<file path="src/rtl/crossbar_arbiter_if.sv">
// Request/grant handshake bundle between the TileLink masters, the crossbar and crossbar_arbiter.
// The slave modport is the arbiter side; the master modport is the requester/crossbar side.
interface crossbar_arbiter_if #(
  parameter int NUM_MASTERS = 16,
  parameter int ID_W        = $clog2(NUM_MASTERS)
) ();
  logic [NUM_MASTERS-1:0] request;
  logic                   xfer_done;
  logic [NUM_MASTERS-1:0] grant;
  logic [ID_W-1:0]        grant_id;
  logic                   busy;
  logic                   timeout_err;
  logic [ID_W-1:0]        timeout_id;

  modport master (
    output request,
    output xfer_done,
    input  grant,
    input  grant_id,
    input  busy,
    input  timeout_err,
    input  timeout_id
  );

  modport slave (
    input  request,
    input  xfer_done,
    output grant,
    output grant_id,
    output busy,
    output timeout_err,
    output timeout_id
  );
endinterface

</file>
<file path="src/rtl/crossbar_arbiter.sv">
// Round-robin crossbar arbiter: one grant at a time, held until xfer_done, then one dead cycle.
// Optional grant watchdog is built only when ARB_TIMEOUT_EN is defined.
module crossbar_arbiter #(
  parameter int NUM_MASTERS = 16,
  parameter int TIMEOUT     = 1024,
  parameter int ID_W        = $clog2(NUM_MASTERS)
) (
  input logic            clk,
  input logic            rst,
  crossbar_arbiter_if.slave bus
);

  typedef enum logic [1:0] {
    ST_IDLE    = 2'd0,
    ST_BUSY    = 2'd1,
    ST_RELEASE = 2'd2
  } state_t;

  if (TIMEOUT < 1) begin : g_bad_timeout
    $error("crossbar_arbiter: TIMEOUT must be at least 1");
  end

  state_t                 state_q, state_d;
  logic [ID_W-1:0]        rr_ptr_q, rr_ptr_d;
  logic [NUM_MASTERS-1:0] grant_q, grant_d;
  logic [ID_W-1:0]        grant_id_q, grant_id_d;
  logic                   busy_q, busy_d;

  logic                   pick_valid_s;
  logic [ID_W-1:0]        pick_id_s;
  logic [ID_W-1:0]        idx_s;
  logic [ID_W-1:0]        next_ptr_s;
  logic                   timeout_hit_s;

  // Round-robin pick: scan from lowest to highest priority so the nearest set bit at or after rr_ptr wins last.
  always_comb begin
    pick_valid_s = 1'b0;
    pick_id_s    = '0;
    idx_s        = '0;
    for (int i = NUM_MASTERS - 1; i >= 0; i--) begin
      idx_s        = ID_W'((int'(rr_ptr_q) + i) % NUM_MASTERS);
      pick_id_s    = bus.request[idx_s] ? idx_s : pick_id_s;
      pick_valid_s = pick_valid_s | bus.request[idx_s];
    end
  end

  assign next_ptr_s = (grant_id_q == ID_W'(NUM_MASTERS - 1)) ? '0 : grant_id_q + ID_W'(1);

`ifdef ARB_TIMEOUT_EN
  localparam int CNT_W = $clog2(TIMEOUT + 1);

  logic [CNT_W-1:0] wd_cnt_q, wd_cnt_d;
  logic             timeout_err_q, timeout_err_d;
  logic [ID_W-1:0]  timeout_id_q, timeout_id_d;
  logic             timeout_fire_s;

  // The current BUSY cycle is the TIMEOUT-th one when the counter still reads TIMEOUT-1.
  assign timeout_hit_s  = (wd_cnt_q == CNT_W'(TIMEOUT - 1));
  assign timeout_fire_s = (state_q == ST_BUSY) && !bus.xfer_done && timeout_hit_s;

  // Watchdog next-state: counts BUSY cycles, zero everywhere else, so entry to BUSY starts at zero.
  always_comb begin
    wd_cnt_d      = (state_q == ST_BUSY) ? wd_cnt_q + CNT_W'(1) : '0;
    timeout_err_d = timeout_fire_s;
    timeout_id_d  = timeout_fire_s ? grant_id_q : timeout_id_q;
  end

  // Watchdog registers.
  always_ff @(posedge clk or posedge rst) begin
    if (rst) begin
      wd_cnt_q      <= '0;
      timeout_err_q <= 1'b0;
      timeout_id_q  <= '0;
    end else begin
      wd_cnt_q      <= wd_cnt_d;
      timeout_err_q <= timeout_err_d;
      timeout_id_q  <= timeout_id_d;
    end
  end

  assign bus.timeout_err = timeout_err_q;
  assign bus.timeout_id  = timeout_id_q;
`else
  assign timeout_hit_s   = 1'b0;
  assign bus.timeout_err = 1'b0;
  assign bus.timeout_id  = '0;
`endif

  // Arbiter FSM next-state and registered-output values.
  always_comb begin
    state_d    = state_q;
    rr_ptr_d   = rr_ptr_q;
    grant_d    = grant_q;
    grant_id_d = grant_id_q;
    busy_d     = busy_q;
    case (state_q)
      ST_IDLE: begin
        if (pick_valid_s) begin
          state_d    = ST_BUSY;
          grant_d    = NUM_MASTERS'(1) << pick_id_s;
          grant_id_d = pick_id_s;
          busy_d     = 1'b1;
        end else begin
          grant_d = '0;
          busy_d  = 1'b0;
        end
      end
      ST_BUSY: begin
        // xfer_done takes precedence over a watchdog expiry in the same cycle.
        if (bus.xfer_done || timeout_hit_s) begin
          state_d  = ST_RELEASE;
          rr_ptr_d = next_ptr_s;
          grant_d  = '0;
          busy_d   = 1'b0;
        end else begin
          grant_d = grant_q;
          busy_d  = 1'b1;
        end
      end
      ST_RELEASE: begin
        state_d = ST_IDLE;
        grant_d = '0;
        busy_d  = 1'b0;
      end
      default: begin
        state_d = ST_IDLE;
        grant_d = '0;
        busy_d  = 1'b0;
      end
    endcase
  end

  // Arbiter state and output registers.
  always_ff @(posedge clk or posedge rst) begin
    if (rst) begin
      state_q    <= ST_IDLE;
      rr_ptr_q   <= '0;
      grant_q    <= '0;
      grant_id_q <= '0;
      busy_q     <= 1'b0;
    end else begin
      state_q    <= state_d;
      rr_ptr_q   <= rr_ptr_d;
      grant_q    <= grant_d;
      grant_id_q <= grant_id_d;
      busy_q     <= busy_d;
    end
  end

  assign bus.grant    = grant_q;
  assign bus.grant_id = grant_id_q;
  assign bus.busy     = busy_q;

endmodule
</file>
<file path="src/flat_wrapper.sv">
// flat-port wrapper written by rule: the top's interface ports become plain ports
module crossbar_arbiter_flat 
#(
  parameter int NUM_MASTERS = 16,
  parameter int TIMEOUT     = 1024,
  parameter int ID_W        = $clog2(NUM_MASTERS)
)
  (clk, rst, bus_request, bus_xfer_done, bus_grant, bus_grant_id, bus_busy, bus_timeout_err, bus_timeout_id);
  crossbar_arbiter_if #(.NUM_MASTERS(NUM_MASTERS), .ID_W(ID_W)) bus_i ();
  input logic clk;
  input logic rst;
  input wire logic [$bits(bus_i.request)-1:0] bus_request;
  input wire logic [$bits(bus_i.xfer_done)-1:0] bus_xfer_done;
  output wire logic [$bits(bus_i.grant)-1:0] bus_grant;
  output wire logic [$bits(bus_i.grant_id)-1:0] bus_grant_id;
  output wire logic [$bits(bus_i.busy)-1:0] bus_busy;
  output wire logic [$bits(bus_i.timeout_err)-1:0] bus_timeout_err;
  output wire logic [$bits(bus_i.timeout_id)-1:0] bus_timeout_id;
  assign bus_i.request = bus_request;
  assign bus_i.xfer_done = bus_xfer_done;
  assign bus_grant = bus_i.grant;
  assign bus_grant_id = bus_i.grant_id;
  assign bus_busy = bus_i.busy;
  assign bus_timeout_err = bus_i.timeout_err;
  assign bus_timeout_id = bus_i.timeout_id;
  crossbar_arbiter #(.NUM_MASTERS(NUM_MASTERS), .TIMEOUT(TIMEOUT), .ID_W(ID_W)) u_core (.clk(clk), .rst(rst), .bus(bus_i));
endmodule
</file>
<file path="config.mk">
export PLATFORM = sky130hd
export DESIGN_NAME = crossbar_arbiter_flat
export DESIGN_NICKNAME = d
export VERILOG_FILES = /design/src/rtl/crossbar_arbiter_if.sv /design/src/rtl/crossbar_arbiter.sv /design/src/flat_wrapper.sv
export SDC_FILE = /design/constraint.sdc
export NUM_CORES = 1
export LEC_CHECK = 0
export BUFFER_PORTS_ARGS = -buffer_cell sky130_fd_sc_hd__buf_2
export CAP_MARGIN = 40
export CORE_UTILIZATION = 55
export CTS_CLUSTER_DIAMETER = 200
export DETAILED_ROUTE_END_ITERATION = 16
export PLACE_DENSITY = 0.89
export REMOVE_ABC_BUFFERS = 1
export SYNTH_ARGS = -nofsm -noshare
export SYNTH_HDL_FRONTEND = slang
export SYNTH_SLANG_ARGS = --single-unit
</file>
<file path="constraint.sdc">
create_clock -name clk -period 4.57 [get_ports clk]
set_input_delay 0.914 -clock clk [delete_from_list [all_inputs] [get_ports clk]]
set_output_delay 0.914 -clock clk [all_outputs]
set_load 0.005 [all_outputs]
</file>
==> results of run 1 <==
[worst max-delay path, stage by stage (launching register included)]
cell and delay, ps:
dfrtp_1 370, clkinv_1 100, ha_1 720, buf_4 340
nor2b_1 60, a2111oi_0 610, nor4_2 190, a21boi_1 310
nand4b_1 160, nand4_1 110, o41ai_2 580, nand2_1 240
o41ai_1 440
[placed cells by master (no fill, tap or decap), types with 4 or more instances in the layout]
master / count
inv_1: 16
mux2i_1: 32
dfrtp_1: 27
nor2_1: 24
nor2b_1: 5
o41ai_1: 6
buf_2: 39
and3_1: 5
mux2_2: 14
o211ai_1: 5
a22oi_1: 6
nand2_1: 33
mux4_2: 29
nand3_1: 8
and2_1: 6
mux2i_2: 4
buf_4: 16
ha_1: 8
nor3b_1: 4
a211oi_1: 5
nand2b_1: 4
nor3_1: 9
nor4_1: 5
a2111oi_0: 5
a21oi_1: 20
a21o_1: 5
o21ai_0: 28
xnor2_1: 7
conb_1: 5
a32o_1: 5
[area by class of cell]
cell class	count	area, um^2	share of cell area
clock buffers	4	45.0	0.0104
repair buffers	57	354	0.0819
inverters	17	63.8	0.0148
well taps	96	120	0.0278
flip-flops and latches	27	676	0.156
multi-input cells	348	3060	0.709
[routing by layer]
layer / share of wire / global-route usage / wire length, um / up-vias
li1: - / - / - / 1725
met1: 0.41 / 0.460 / 4860 / 1893
met3: 0.087 / 0.0360 / 1020 / 24
met2: 0.48 / 0.516 / 5580 / 250
met4: 0.024 / 0.0894 / 277 / 0
met5: 0 / 0 / 0 / -
[metrics by stage]
| step | hold WS (ps) | std cells | setup TNS (ps) |
|---|---|---|---|
| 2_1_floorplan | 467 | 392 | -18640 |
| 3_3_place_gp | 456 | 544 | 0 |
| 3_5_place_dp | 462 | 545 | 0 |
| 4_1_cts | 485 | 549 | 0 |
| 5_1_grt | 512 | 549 | 0 |
| 6_report | 485 | 549 | 0 |
[cells by family after synthesis]
logic type / share of synthesized area
flops: 0.170
fa+ha+maj: 0.0252
xor+xnor: 0.0322
buf+inv: 0.0618
other cells: 0.000945
simple gates: 0.148
mux: 0.319
compound gates: 0.243
[worst min-delay path by stage]
stage	from	to	depth (start not counted)
6_report	u_core.bus.grant[9]	u_core.bus.grant[9]	2
2_1_floorplan	u_core.bus.grant[0]	u_core.bus.grant[0]	2
3_3_place_gp	u_core.bus.grant[4]	u_core.bus.grant[4]	2
3_5_place_dp	u_core.bus.grant[0]	u_core.bus.grant[0]	2
5_1_grt	u_core.bus.grant[1]	u_core.bus.grant[1]	2
4_1_cts	u_core.bus.grant[0]	u_core.bus.grant[0]	2
[sequential cells by signal, indices dropped and copies added, names as in the netlist]
| name | cells |
|---|---|
| u_core.rr_ptr_q | 4 |
| u_core.bus.busy | 1 |
| u_core.bus.grant_id | 4 |
| u_core.bus.grant | 16 |
| u_core.state_q | 2 |
[what timing repair did]
item,4_1_cts,5_1_grt
hold endpoints to repair,0,0
endpoints found under the setup margin,0,3
gates resized for setup,0,2
==> qor.yml, run 1 <==
max_freq_ghz: 0.230
report.final.setup_viol: 0
maxCapViolations: 0
cts_buffers: 3
hold_buffers: 0
finalWeightedCongestion: 0.974
grt_pass1_wl_mm: 18.6
design_area_um2: 4320
numPortBuffers: 39
yosys.area.top_type: "dfrtp_1"
initial_utilization: 0.578
vias: 3892
post_cts_buffers: 0
period_share: 0.950
start_kind: "flop"
grt_max_degree: 44
syn_inst: 419
worstSetupEndpoint: "u_core.bus.grant[3]"
r2r_cells: 12
yosys-top-cells-area: "dfrtp_1 17%, mux4_2 16%, mux2i_1 8.1%"
r2r_start: "u_core.rr_ptr_q[0]"
drt-total-wl_mm: 11.7
clk_path_buf_depth: 2
utilization: 0.629
fp.dieW_um: 86.9
worst_ep_arrival_time_ps: 4500
drive_gt1_frac: 0.272
clock_sinks: 27
r2r_setup_slack_ps: 230
cp-startpoint: "u_core.rr_ptr_q[0]"
synth_most_common_cell: "nand2_1"
synth-edff-count: 0
drt_iter0_markers: 506
worst_pin_slew_ps: 892
antenna_found_initial: 0
clk_pin_slew_ps: 90
grt_overflow: 0
core_area_um2: 6870
cts_root_buf: "clkbuf_8"
synth_cell_types: 75
cts_tree: "built"
postSynthAreaPerCell_um2: 9.47
firstDrtPassIters: 5
route.detailed.drc: 0
yosys_register_bits: 27
post_drt_wl_per_cell_um: 21.4
hold_class: "flop to flop"
status: "finished clean"
fin_crit_ps: 4340
placed_cell_area_um2: 4270
dieArea_um2: 7560
setup_ws_ps: 229
synth_ff_type: "dfrtp_1"
finalMaxSlewViolations: 0
die_y_um: 86.9
place_hpwl_mm: 9.00
timing.rr.end: "u_core.bus.grant[3]"
nets: 481
placementRows: 30
postRouteAntennaNets: 0
crit_fanout: 16
netlist.area_leader.share: 0.170
end_kind: "flop"
ios: 45
async_reset_ff_frac: 1.00
pre_cts_ws_ps: 276
critPathKind: "flop to flop"
ys_seq_area_frac: 0.170
track_usage: 0.321
syn_to_final_growth_pct: 8.92
rsz0062_at_grt: "no"
synth_warnings: 0
fin_skew_ps: 2.38
slew_headroom: 0.401
grt_pass1_vias: 3490
clock_latency_ps: 270
via_per_inst: 7.09
htree_num_levels: 1
ys_top_cells_by_count: "33 x nand2_1, 32 x mux2i_1, 29 x mux4_2, 28 x o21ai_0, 27 x dfrtp_1"
finalHoldViolations: 0
syn_area_um2: 3970
n_antenna_cell: 0
cp.required_ps: 4720
fill_cells: 569
Power of run 1 is left out: the tool's default activity adds up to more than one toggle a clock period on the data nets, which glitch-free logic cannot reach.
==> inputs of run 2 (changes only) <==
--- a/config.mk
+++ b/config.mk
@@ -11,4 +11,5 @@
 export CTS_CLUSTER_DIAMETER = 200
 export DETAILED_ROUTE_END_ITERATION = 16
+export MAX_ROUTING_LAYER = met4
 export PLACE_DENSITY = 0.89
 export REMOVE_ABC_BUFFERS = 1
==> constraint.sdc (replaced) <==
create_clock -name clk -period 4.57 [get_ports clk]
set_input_delay 0.914 -clock clk [delete_from_list [all_inputs] [get_ports clk]]
set_output_delay 0.914 -clock clk [all_outputs]
set_load 0.05 [all_outputs]
==> run 2 against run 1 <==
Flip-flop and latch count is the same. Global-route usage rose by 3.0 points. Fmax increased by 3.8%. Largest cell class unchanged. First-iteration DRC count is 27% lower. Non-clock buffer count up 2. Setup slack better by 160 ps. Design area increased by 0.23%. Cell count is 0.36% higher. Register-to-register slack better by 160 ps. Critical endpoint is now u_core.bus.grant[0]. Worst hold slack got worse by 1.1 ps. Wire length is 5.0% higher. Critical path type unchanged.
==> qor.yml, run 2 (same netlist as run 1, synthesis figures left out) <==
status: "finished clean"
cts_root_buf: "clkbuf_8"
drt_iter0_markers: 368  # -27%
finalHoldViolations: 0  # unchanged
max_stage_delay_ps: 760  # +40 ps
grt_pass1_wl_mm: 19.6  # +5.2%
drt-total-wl_mm: 12.3  # +5.0%
nets: 483  # +0.42%
critPathKind: "flop to flop"
report.final.setup_viol: 0  # unchanged
clk_path_buf_depth: 2  # unchanged
drive_gt1_frac: 0.275  # +0.00320
vias: 3886  # -0.15%
cpLargestDelayFamily: "compound AO/OA/AOI/OAI gates"
cp.required_ps: 4740  # +20 ps
maxCapViolations: 0  # unchanged
core_area_um2: 6870  # unchanged
die_y_um: 86.9  # unchanged
ctsResizeCount: 0  # unchanged
hold_buffers: 0  # unchanged
cts_tree: "built"
ios: 45  # unchanged
post_cts_buffers: 0  # unchanged
place_hpwl_mm: 9.41  # +4.5%
rsz0062_at_grt: "no"
fill_cells: 588  # +3.3%
firstDrtPassIters: 5  # unchanged
placementRows: 30  # unchanged
via_per_inst: 7.05  # -0.52%
cts_buffers: 3  # unchanged
crit_chain: "buf_4 > ha_1 > xor2_2 > a2111oi_0 > nor4_2 > a21boi_1 > o21ai_0 > and3_1 > o41ai_2 > nand2_1 > o41ai_1"
grt_pass1_vias: 3661  # +4.9%
slew_headroom: 0.387  # -0.0136
finalMaxSlewViolations: 0  # unchanged
grt_overflow: 0  # unchanged
finalWeightedCongestion: 1.04  # +7.0%
largest_reg_flops: 16  # unchanged
fin_crit_ps: 4180  # -158 ps
postRouteAntennaNets: 0  # unchanged
clk_pin_slew_ps: 100  # about the same
route.detailed.drc: 0  # unchanged
grt_max_degree: 29  # -34%
final_common_cell: "buf_2"
period_share: 0.915  # -0.0346
antenna_found_initial: 0  # unchanged
worst_ep_arrival_time_ps: 4360  # -140 ps
clock_latency_ps: 280  # about the same
dieArea_um2: 7560  # unchanged
end_kind: "flop"
post_drt_wl_per_cell_um: 22.4  # +4.6%
layout_common_cells: "39 x buf_2, 33 x nand2_1, 32 x mux2i_1, 29 x mux4_2, 28 x o21ai_0"
critPathBufInv: 1  # -1
max_freq_ghz: 0.239  # +3.8%
syn_to_final_growth_pct: 9.17
clock_sinks: 27  # unchanged
fin_skew_ps: 9.94  # +7.56 ps
initial_utilization: 0.578  # unchanged
fp.dieW_um: 86.9  # unchanged
numPortBuffers: 39  # unchanged
htree_num_levels: 1  # unchanged
track_usage: 0.351  # +0.0299
setup-tns-final_ps: 0  # unchanged
hold_class: "flop to flop"
n_antenna_cell: 0  # unchanged
worst_path_max_delay_cell: "a2111oi_0"
worst_pin_slew_ps: 913  # +20.2 ps
crit_fanout: 28  # +12
start_kind: "flop"
## run 2: cell types whose count changed in the layout (fill, tap and decap cells not counted), sizes merged
cell	delta
buf	+2
clkbuf	-1
clkinvlp	+1
## run 2: final cells by class
cell class / count / area [um^2] / area share
clock inverter: 1 / 7.51 / 0.00173
sequential: 27 / 676 / 0.156
multi-input combinational: 348 / 3060 / 0.707
clock buffer: 3 / 41.3 / 0.00953
tap: 96 / 120 / 0.0277
inverter: 17 / 63.8 / 0.0147
timing repair buffer: 59 / 362 / 0.0835
## run 2: final timing paths
| path | from | end | slack, ps | depth (start not counted) |
|---|---|---|---|---|
| min in group asynchronous | rst | u_core.state_q[0] | 580 | 2 |
| max | u_core.rr_ptr_q[1] | u_core.bus.grant[0] | 390 | 11 |
| max in group asynchronous | rst | u_core.bus.grant[13] | 3580 | 3 |
| max reg2reg | u_core.rr_ptr_q[1] | u_core.bus.grant[0] | 390 | 11 |
| min reg2reg | u_core.bus.grant[2] | u_core.bus.grant[2] | 480 | 2 |
| min | u_core.bus.grant[2] | u_core.bus.grant[2] | 480 | 2 |
## run 2: metrics by stage
| stage | setup slack [ps] | cells | area (um^2) | hold slack (ps) | util |
|---|---|---|---|---|---|
| finish | 387 | 551 | 4330 | 484 | 0.631 |
| global route | 64.6 | 551 | 4330 | 514 | 0.631 |
| CTS | 414 | 551 | 4330 | 484 | 0.631 |
| detailed placement | 429 | 547 | 4280 | 460 | 0.624 |
| global placement | 543 | 545 | 4250 | 454 | 0.619 |
| floorplan | -984 | 392 | 3800 | 636 | - |
## run 2: per-layer routing
| metal | track usage | routed length (um) |
|---|---|---|
| met1 | 0.472 | 5090 |
| met2 | 0.525 | 5710 |
| met4 | 0.148 | 476 |
| met3 | 0.0569 | 1050 |
| met5 | - | 0 |
## run 2: worst min-delay path, delay by kind of cell, from the launching register on
family           cells  cell delay (ps)
flip-flops           1              350
AND/OR/NAND/NOR      1               50
AO/OA/AOI/OAI        1               50
Power of run 2 is left out for the same reason.
